<file path="src/rtl/spi_slave_module_pkg.sv">
// Shared constants for the SPI mode-0 slave and its controller.
// Done-strobe indices, byte width and command opcodes.
package spi_slave_module_pkg;

  localparam int SPI_DONE_RX   = 0;
  localparam int SPI_DONE_TX   = 1;
  localparam int SPI_BYTE_BITS = 8;

  localparam logic [7:0] CMD_ID_QUERY = 8'h06;
  localparam logic [7:0] CMD_LED      = 8'hA1;
  localparam logic [7:0] CMD_COXA_PWM = 8'hA3;
  localparam logic [7:0] CMD_ID_REPLY = 8'hD4;

  function automatic logic [7:0] shift_in(
    input logic [7:0] v,
    input logic       b
  );
    return {v[6:0], b};
  endfunction

endpackage

</file>
<file path="src/rtl/spi_slave_module_sync_edge.sv">
// N-stage synchroniser for one asynchronous SPI pin.
// Edge pulses come from the last two stages so they align with q.
module spi_sync_edge_module #(
  parameter int   STAGES  = 3,
  parameter logic RST_VAL = 1'b0
) (
  input  logic clk,
  input  logic rst_n,
  input  logic d,
  output logic q,
  output logic rise,
  output logic fall
);

  logic [STAGES-1:0] sr;

  always_ff @(posedge clk or negedge rst_n) begin
    if (!rst_n) begin
      sr <= {STAGES{RST_VAL}};
    end else begin
      sr <= {sr[STAGES-2:0], d};
    end
  end

  assign q    = sr[STAGES-1];
  assign rise = sr[STAGES-2] & ~sr[STAGES-1];
  assign fall = ~sr[STAGES-2] & sr[STAGES-1];

endmodule

</file>
<file path="src/rtl/spi_slave_module.sv">
// SPI mode-0 slave byte engine (MSB first) with rx/tx done strobes.
// Define SPI_MISO_HIZ_EN to float miso while chip select is high.
module spi_slave_module
  import spi_slave_module_pkg::*;
#(
  parameter int SYNC_STAGES = 3,
  parameter int BYTE_W      = SPI_BYTE_BITS
) (
  input  logic       clk,
  input  logic       rst_n,
  input  logic       sclk,
  input  logic       mosi,
  input  logic       ncs,
  output logic       miso,
  input  logic       iCall,
  input  logic [7:0] iData,
  output logic [1:0] oDone,
  output logic [7:0] oData
);

  localparam int CW = $clog2(BYTE_W);
  localparam logic [CW-1:0] LAST = CW'(BYTE_W - 1);

  logic sclk_s;
  logic sclk_rise;
  logic sclk_fall;
  logic mosi_s;
  logic mosi_rise;
  logic mosi_fall;
  logic ncs_s;
  logic ncs_rise;
  logic ncs_fall;
  logic unused_edges;

  spi_sync_edge_module #(
    .STAGES (SYNC_STAGES),
    .RST_VAL(1'b0)
  ) u_sclk (
    .clk  (clk),
    .rst_n(rst_n),
    .d    (sclk),
    .q    (sclk_s),
    .rise (sclk_rise),
    .fall (sclk_fall)
  );

  spi_sync_edge_module #(
    .STAGES (SYNC_STAGES),
    .RST_VAL(1'b0)
  ) u_mosi (
    .clk  (clk),
    .rst_n(rst_n),
    .d    (mosi),
    .q    (mosi_s),
    .rise (mosi_rise),
    .fall (mosi_fall)
  );

  // Chip select resets deselected so no bit is taken before it settles.
  spi_sync_edge_module #(
    .STAGES (SYNC_STAGES),
    .RST_VAL(1'b1)
  ) u_ncs (
    .clk  (clk),
    .rst_n(rst_n),
    .d    (ncs),
    .q    (ncs_s),
    .rise (ncs_rise),
    .fall (ncs_fall)
  );

  assign unused_edges = ^{sclk_s, mosi_rise, mosi_fall,
                          ncs_rise, ncs_fall};

  logic [CW-1:0]     bit_cnt;
  logic [BYTE_W-1:0] rx_shift;
  logic [BYTE_W-1:0] tx_shift;
  logic              tx_busy;
  logic              tx_armed;
  logic              done_rx;
  logic              done_tx;
  logic [BYTE_W-1:0] rx_next;
  logic              load;
  logic              miso_drv;

  always_comb begin
    rx_next = shift_in(rx_shift, mosi_s);
    load    = iCall & tx_armed & ~tx_busy & ~ncs_s
            & (bit_cnt == '0) & ~sclk_rise;
  end

  always_ff @(posedge clk or negedge rst_n) begin
    if (!rst_n) begin
      bit_cnt  <= '0;
      rx_shift <= '0;
      tx_shift <= '0;
      tx_busy  <= 1'b0;
      tx_armed <= 1'b1;
      done_rx  <= 1'b0;
      done_tx  <= 1'b0;
      oData    <= '0;
    end else begin
      done_rx <= 1'b0;
      done_tx <= 1'b0;
      if (done_rx && tx_busy) begin
        done_tx <= 1'b1;
        tx_busy <= 1'b0;
      end
      // Re-arm only once the controller has dropped its call.
      if (!iCall) begin
        tx_armed <= 1'b1;
      end
      if (ncs_s) begin
        bit_cnt  <= '0;
        rx_shift <= '0;
        tx_busy  <= 1'b0;
      end else begin
        if (sclk_rise) begin
          rx_shift <= rx_next;
          if (bit_cnt == LAST) begin
            bit_cnt <= '0;
            oData   <= rx_next;
            done_rx <= 1'b1;
          end else begin
            bit_cnt <= bit_cnt + 1'b1;
          end
        end
        if (sclk_fall && tx_busy && bit_cnt != '0) begin
          tx_shift <= {tx_shift[BYTE_W-2:0], 1'b0};
        end
        if (load) begin
          tx_shift <= iData;
          tx_busy  <= 1'b1;
          tx_armed <= 1'b0;
        end
      end
    end
  end

  assign oDone[SPI_DONE_RX] = done_rx;
  assign oDone[SPI_DONE_TX] = done_tx;
  assign miso_drv = tx_busy & tx_shift[BYTE_W-1];

`ifdef SPI_MISO_HIZ_EN
  assign miso = ncs_s ? 1'bz : miso_drv;
`else
  assign miso = ncs_s ? 1'b0 : miso_drv;
`endif

endmodule
</file>
<file path="config.mk">
export PLATFORM = sky130hd
export DESIGN_NAME = spi_slave_module
export DESIGN_NICKNAME = d
export VERILOG_FILES = /design/src/rtl/spi_slave_module_pkg.sv /design/src/rtl/spi_slave_module_sync_edge.sv /design/src/rtl/spi_slave_module.sv
export SDC_FILE = /design/constraint.sdc
export NUM_CORES = 1
export LEC_CHECK = 0
export ABC_AREA = 1
export BUFFER_PORTS_ARGS = -buffer_cell sky130_fd_sc_hd__clkbuf_2
export CAP_MARGIN = 40
export CELL_PAD_IN_SITES_DETAIL_PLACEMENT = 2
export CELL_PAD_IN_SITES_GLOBAL_PLACEMENT = 2
export CORE_MARGIN = 3
export CORE_UTILIZATION = 31
export CTS_BUF_LIST = sky130_fd_sc_hd__clkbuf_16
export CTS_CLUSTER_SIZE = 28
export DETAILED_ROUTE_END_ITERATION = 10
export PLACE_DENSITY = 0.81
export SLEW_MARGIN = 5
export SYNTH_ARGS = -nofsm -noshare
export SYNTH_HDL_FRONTEND = slang
export SYNTH_HIERARCHICAL = 1
export SYNTH_SLANG_ARGS = --single-unit
</file>
<file path="constraint.sdc">
create_clock -name clk -period 1.4 [get_ports clk]
set_clock_uncertainty 0.1 [all_clocks]
set_input_delay 0.07 -clock clk [delete_from_list [all_inputs] [get_ports clk]]
set_output_delay 0.07 -clock clk [all_outputs]
set_load 0.1 [all_outputs]
</file>
Word-level counts from Yosys, hierarchy flattened
Index checks and enable logic that the tools add are counted.

word-level totals
  input port bits = 14
  bits in read-only memories = 0
  RAM bits = 0
  logic and storage cells = 54
  bits in latches = 0
  memories kept = 0
  register bits after elaboration = 39

operators by class
  eq/ne operators = 1
  add/subtract/negate cells = 1
  reductions and logical operators = 10
  bitwise gates (word level) = 13
  muxes and demuxes = 18
  multipliers = 0
  divide/modulo/power cells = 0
  shift operators = 0
  $lt $le $gt $ge = 0

operators with widths
  cell                   number
  $mux W8                2
  $mux W7                2
  $mux W1                11
  $mux W3                3
  $and A1 B1 Y1          8
  $reduce_bool A3 Y1     2
  $not A1 Y1             5
  $reduce_bool A2 Y1     2
  $add A3 B1 Y3 const B  1
  $eq A3 B3 Y1 const B   1
  $logic_and A1 B1 Y1    3
  $logic_not A3 Y1       1
  $reduce_and A3 Y1      1
  $reduce_and A2 Y1      1

Longest topological paths before layout
  word-level depth = 7
  gate-level depth with buffers = 9
  depth with buffers taken out = 8

By module
The synthesis kept the hierarchy.

by module, submodules not included
  module                              area an instance (um^2)  times used  cells an instance
  spi_slave_module                    1376.3                   1           153
  spi_sync_edge_module at u_mosi ...  90.1                     2           7
  spi_sync_edge_module at u_ncs       93.8                     1           7

Least setup slack after synthesis
Ideal clock, no wire load.

  path type = reg-to-output
  start point = reg tx_busy
  end point = out miso
  path buffers = 0
  setup slack = -0.516 ns
  required time = 1.230 ns
  cell stages (with the launch flop) = 3
  data arrival time = 1.746 ns
  path through = dfrtp_1 > nand2_1 > nor2_1

between the ends
  longest elaborated chain between the ends = 2

ends and longest elaborated chain
  what                    line                     source
  start, declared         spi_slave_module.sv:78   logic tx_busy;
  start signal, assigned  spi_slave_module.sv:97   tx_busy <= 1'b0;
  start signal, assigned  spi_slave_module.sv:107  tx_busy <= 1'b0;
  start signal, assigned  spi_slave_module.sv:116  tx_busy <= 1'b0;
  $and A1 B1 Y1           spi_slave_module.sv:142  assign miso_drv = tx_busy & tx_shift[BYTE_W-1];
  $mux W1                 spi_slave_module.sv:147  assign miso = ncs_s ? 1'b0 : miso_drv;
  end, declared           spi_slave_module.sv:14   output logic miso,

Every way passes these cells.

Worst setup path after layout
  start point = reg tx_armed
  end point = reg tx_shift[5]

between the ends
  longest elaborated chain between the ends = 7

ends and longest elaborated chain
  what                             line                     source
  start, declared                  spi_slave_module.sv:79   logic tx_armed;
  start signal, assigned           spi_slave_module.sv:98   tx_armed <= 1'b1;
  start signal, assigned           spi_slave_module.sv:111  tx_armed <= 1'b1;
  start signal, assigned           spi_slave_module.sv:134  tx_armed <= 1'b0;
  $and A1 B1 Y1 (*) (3 in series)  spi_slave_module.sv:88   load = iCall & tx_armed & ~tx_busy & ~ncs_s
  $and A1 B1 Y1 (*) (2 in series)  spi_slave_module.sv:89   & (bit_cnt == '0) & ~sclk_rise;
  $reduce_bool A2 Y1 (no line)     n/a
  $reduce_and A2 Y1 (no line)      n/a
  end signal, assigned             spi_slave_module.sv:129  tx_shift <= {tx_shift[BYTE_W-2:0], 1'b0};
  end signal, assigned             spi_slave_module.sv:132  tx_shift <= iData;
  end, declared                    spi_slave_module.sv:77   logic [BYTE_W-1:0] tx_shift;

Every way passes the cells marked *; elsewhere a longest branch is shown, timed or not.
A chain may end at the register's enable or synchronous reset.

==> results.py <==
metrics = {
    "timing": {
        "period_minus_slack_ns": 1.621,
        "setup_viol": 11,
        "worst_slew_pin_slew_ns": 0.5584,
        "fmax_mhz": 617.0,
        "setup_ws_ns": -0.2206,
        "slew_viol_final": 0,
        "rsz0062_at_grt": "yes",
        "relSlewSlack": 0.6293,
        "final_hold_viol_count": 0,
        "period_share": 1.158,
    },
    "run_status": {
        "violations": "setup timing",
        "outcome": "complete, but fails checks",
    },
    "cts": {
        "path_clk_slew_ns": 0.07,
        "cts.path.max_buffers": 2,
        "clock_latency_ns": 0.30,
        "cts_num_sinks": 39,
        "cts-htree-levels": 2,
        "cts_root_buffer": "clkbuf_16",
        "cts_tree": "built",
        "cts_buffers": 5,
    },
    "die": {
        "rows": 25,
        "fp.dieW_um": 78.30,
        "die_y_um": 78.30,
        "design.core.area_um2": 4880,
        "start_util": 0.3321,
        "die_area_um2": 6130,
        "io_pins": 25,
    },
    "setup_path": {
        "slowest_stage": "dfstp_2",
        "crit_chain": "nand2_2, nor2_4, nand3_4, buf_6, nand2_2, nand3_1, nand2_1",
        "cp_top_family": "simple AND/OR/NAND/NOR gates",
        "cpPeakStageDelay_ns": 0.54,
        "critPathMaxFanout": 7,
        "cp.buffers_inverters": 1,
        "cp-start-kind": "register",
        "cp.required_ns": 1.52,
        "arrival_ns": 1.74,
        "end_kind": "register",
        "critical_path_class": "reg -> reg",
        "cpMostUsedCell": "nand2_2",
    },
    "route": {
        "ant_nets": 0,
        "vias": 1475,
        "vias_per_cell": 4.966,
        "dr.pass1.iters": 4,
        "dr.first_iter.drc_count": 80,
        "drcViolationCount": 0,
        "wire_per_inst_um": 22.34,
        "drt-total-wl_um": 6634,
    },
    "placed_design": {
        "dpl.hpwl_um": 3025,
        "placedCellCount": 271,
        "port_buffers": 24,
        "gp_congestion": 0.6626,
    },
    "final_layout": {
        "drive_gt1_frac": 0.5217,
        "layoutNonFillerInstCount": 297,
        "utilization": 0.5367,
        "nFillCells": 495,
        "syn_to_final_growth_pct": 61.62,
        "fin_nets": 246,
        "diodes": 0,
    },
    "global_routing": {
        "grt_max_degree": 40,
        "track_usage": 0.2123,
        "grt_overflow_total": 0,
        "grt_pass1_vias": 1668,
        "antenna_found_initial": 0,
        "grt_pass1_wl_um": 9494,
    },
    "run": {
        "cap_violations": 0,
    },
    "power_and_ir_drop": {
        "p_leak_nw": 1.281,
        "irDropWorstVdd_mv": 0.8988,
        "power.density_nw_per_um2": 1373,
    },
    "min_path": {
        "hold_class": "in -> reg",
    },
    "synthesis": {
        "synth_fp_nets": 183,
        "yosysWarnings": 6,
        "synth.avg_cell_area_um2": 9.761,
        "netlist_area_um2": 1620,
        "syn-instance-count": 166,
    },
}
[power breakdown]
group / switching (mW) / internal (mW) / total [mW] / leakage, nW
Combinational: 0.483 / 0.346 / 0.830 / 0.690
Clock: 0.516 / 0.851 / 1.37 / 0.0844
Sequential: 0.136 / 1.26 / 1.40 / 0.506
Total: 1.14 / 2.46 / 3.60 / 1.28
[per-layer routing]
layer / GRT usage / part of all wire / up-vias
li1: - / - / 657
met1: 0.2401 / 0.40 / 755
met2: 0.3767 / 0.52 / 42
met3: 0.05505 / 0.034 / 21
met4: 0.09091 / 0.040 / 0
met5: 0 / 0 / -
[layout by cell type, fill, tap and decap left out, drive strengths merged]
| cell | instances |
|---|---|
| o22ai | 7 |
| dlygate4sd3 | 6 |
| nand2 | 32 |
| ha | 3 |
| dfstp | 4 |
| clkinv | 2 |
| nand3 | 27 |
| o21ai | 12 |
| nor2 | 7 |
| inv | 34 |
| nand4 | 2 |
| clkbuf | 27 |
| bufinv | 1 |
| a21oi | 1 |
| buf | 30 |
| dfrtp | 35 |
[repair_timing]
item / 4_1_cts / 5_1_grt
resized for setup: 28 / 50
pin swaps: 8 / 11
hold buffers: 6 / 0
endpoints found under the setup margin: 24 / 30
setup buffers: 4 / 5
cloned: 2 / 1
endpoints found under the hold margin: 44 / 0
[layout make-up]
class / count / area (µm²) / share of cell area
tap: 67 / 83.83 / 0.03201
sequential: 39 / 980.9 / 0.3746
multi-input combinational: 91 / 754.5 / 0.2881
clock buffer: 5 / 125.1 / 0.04778
timing repair buffer: 58 / 486.7 / 0.1859
inverter: 34 / 140.1 / 0.05351
clock inverter: 3 / 47.55 / 0.01816
[worst register-to-register path, cell delays in order, from the launching register on]
cell	delay (ns)
dfstp_2	0.54
nand2_2	0.07
nor2_4	0.16
nand3_4	0.22
buf_6	0.21
nand2_2	0.06
nand3_1	0.07
nand2_1	0.10
[flip-flops by register name (all words and copies together), names as in the netlist]
register and count:
done_rx 1, oData 8, u_ncs/sr 3, tx_busy 1, u_mosi/sr 3, u_sclk/sr 3, tx_shift 8, tx_armed 1
rx_shift 7, bit_cnt 3, done_tx 1
[final timing paths]
kind / startpoint / endpoint / slack, ns / depth (start not counted)
hold / removal: iData[6] / tx_shift[6] / 0.07 / 5
setup / recovery: tx_armed / tx_shift[5] / -0.22 / 7
hold reg to reg: u_mosi/sr[0] / u_mosi/sr[1] / 0.25 / 0
setup reg to reg: tx_armed / tx_shift[5] / -0.22 / 7
min in group asynchronous: rst_n / tx_shift[1] / 0.17 / 3
max in group asynchronous: rst_n / u_ncs/sr[0] / 0.77 / 3
[metrics by stage]
| step | power [mW] | instance area [µm²] | setup slack [ns] | hold WS [ns] | TNS [ns] |
|---|---|---|---|---|---|
| floorplan | 1.623 | 1632 | 0.01176 | -0.3256 | 0 |
| global placement | 1.783 | 1982 | -0.05556 | -0.04142 | -0.2870 |
| detailed placement | 1.832 | 1982 | -0.1583 | -0.03680 | -1.801 |
| CTS | 3.315 | 2385 | -0.1567 | 0.03745 | -2.194 |
| global route | 3.738 | 2619 | -0.2947 | 0.1047 | -3.044 |
| finish | 3.596 | 2619 | -0.2206 | 0.07456 | -1.660 |
Note: power is estimated with default switching activity, not from simulation.
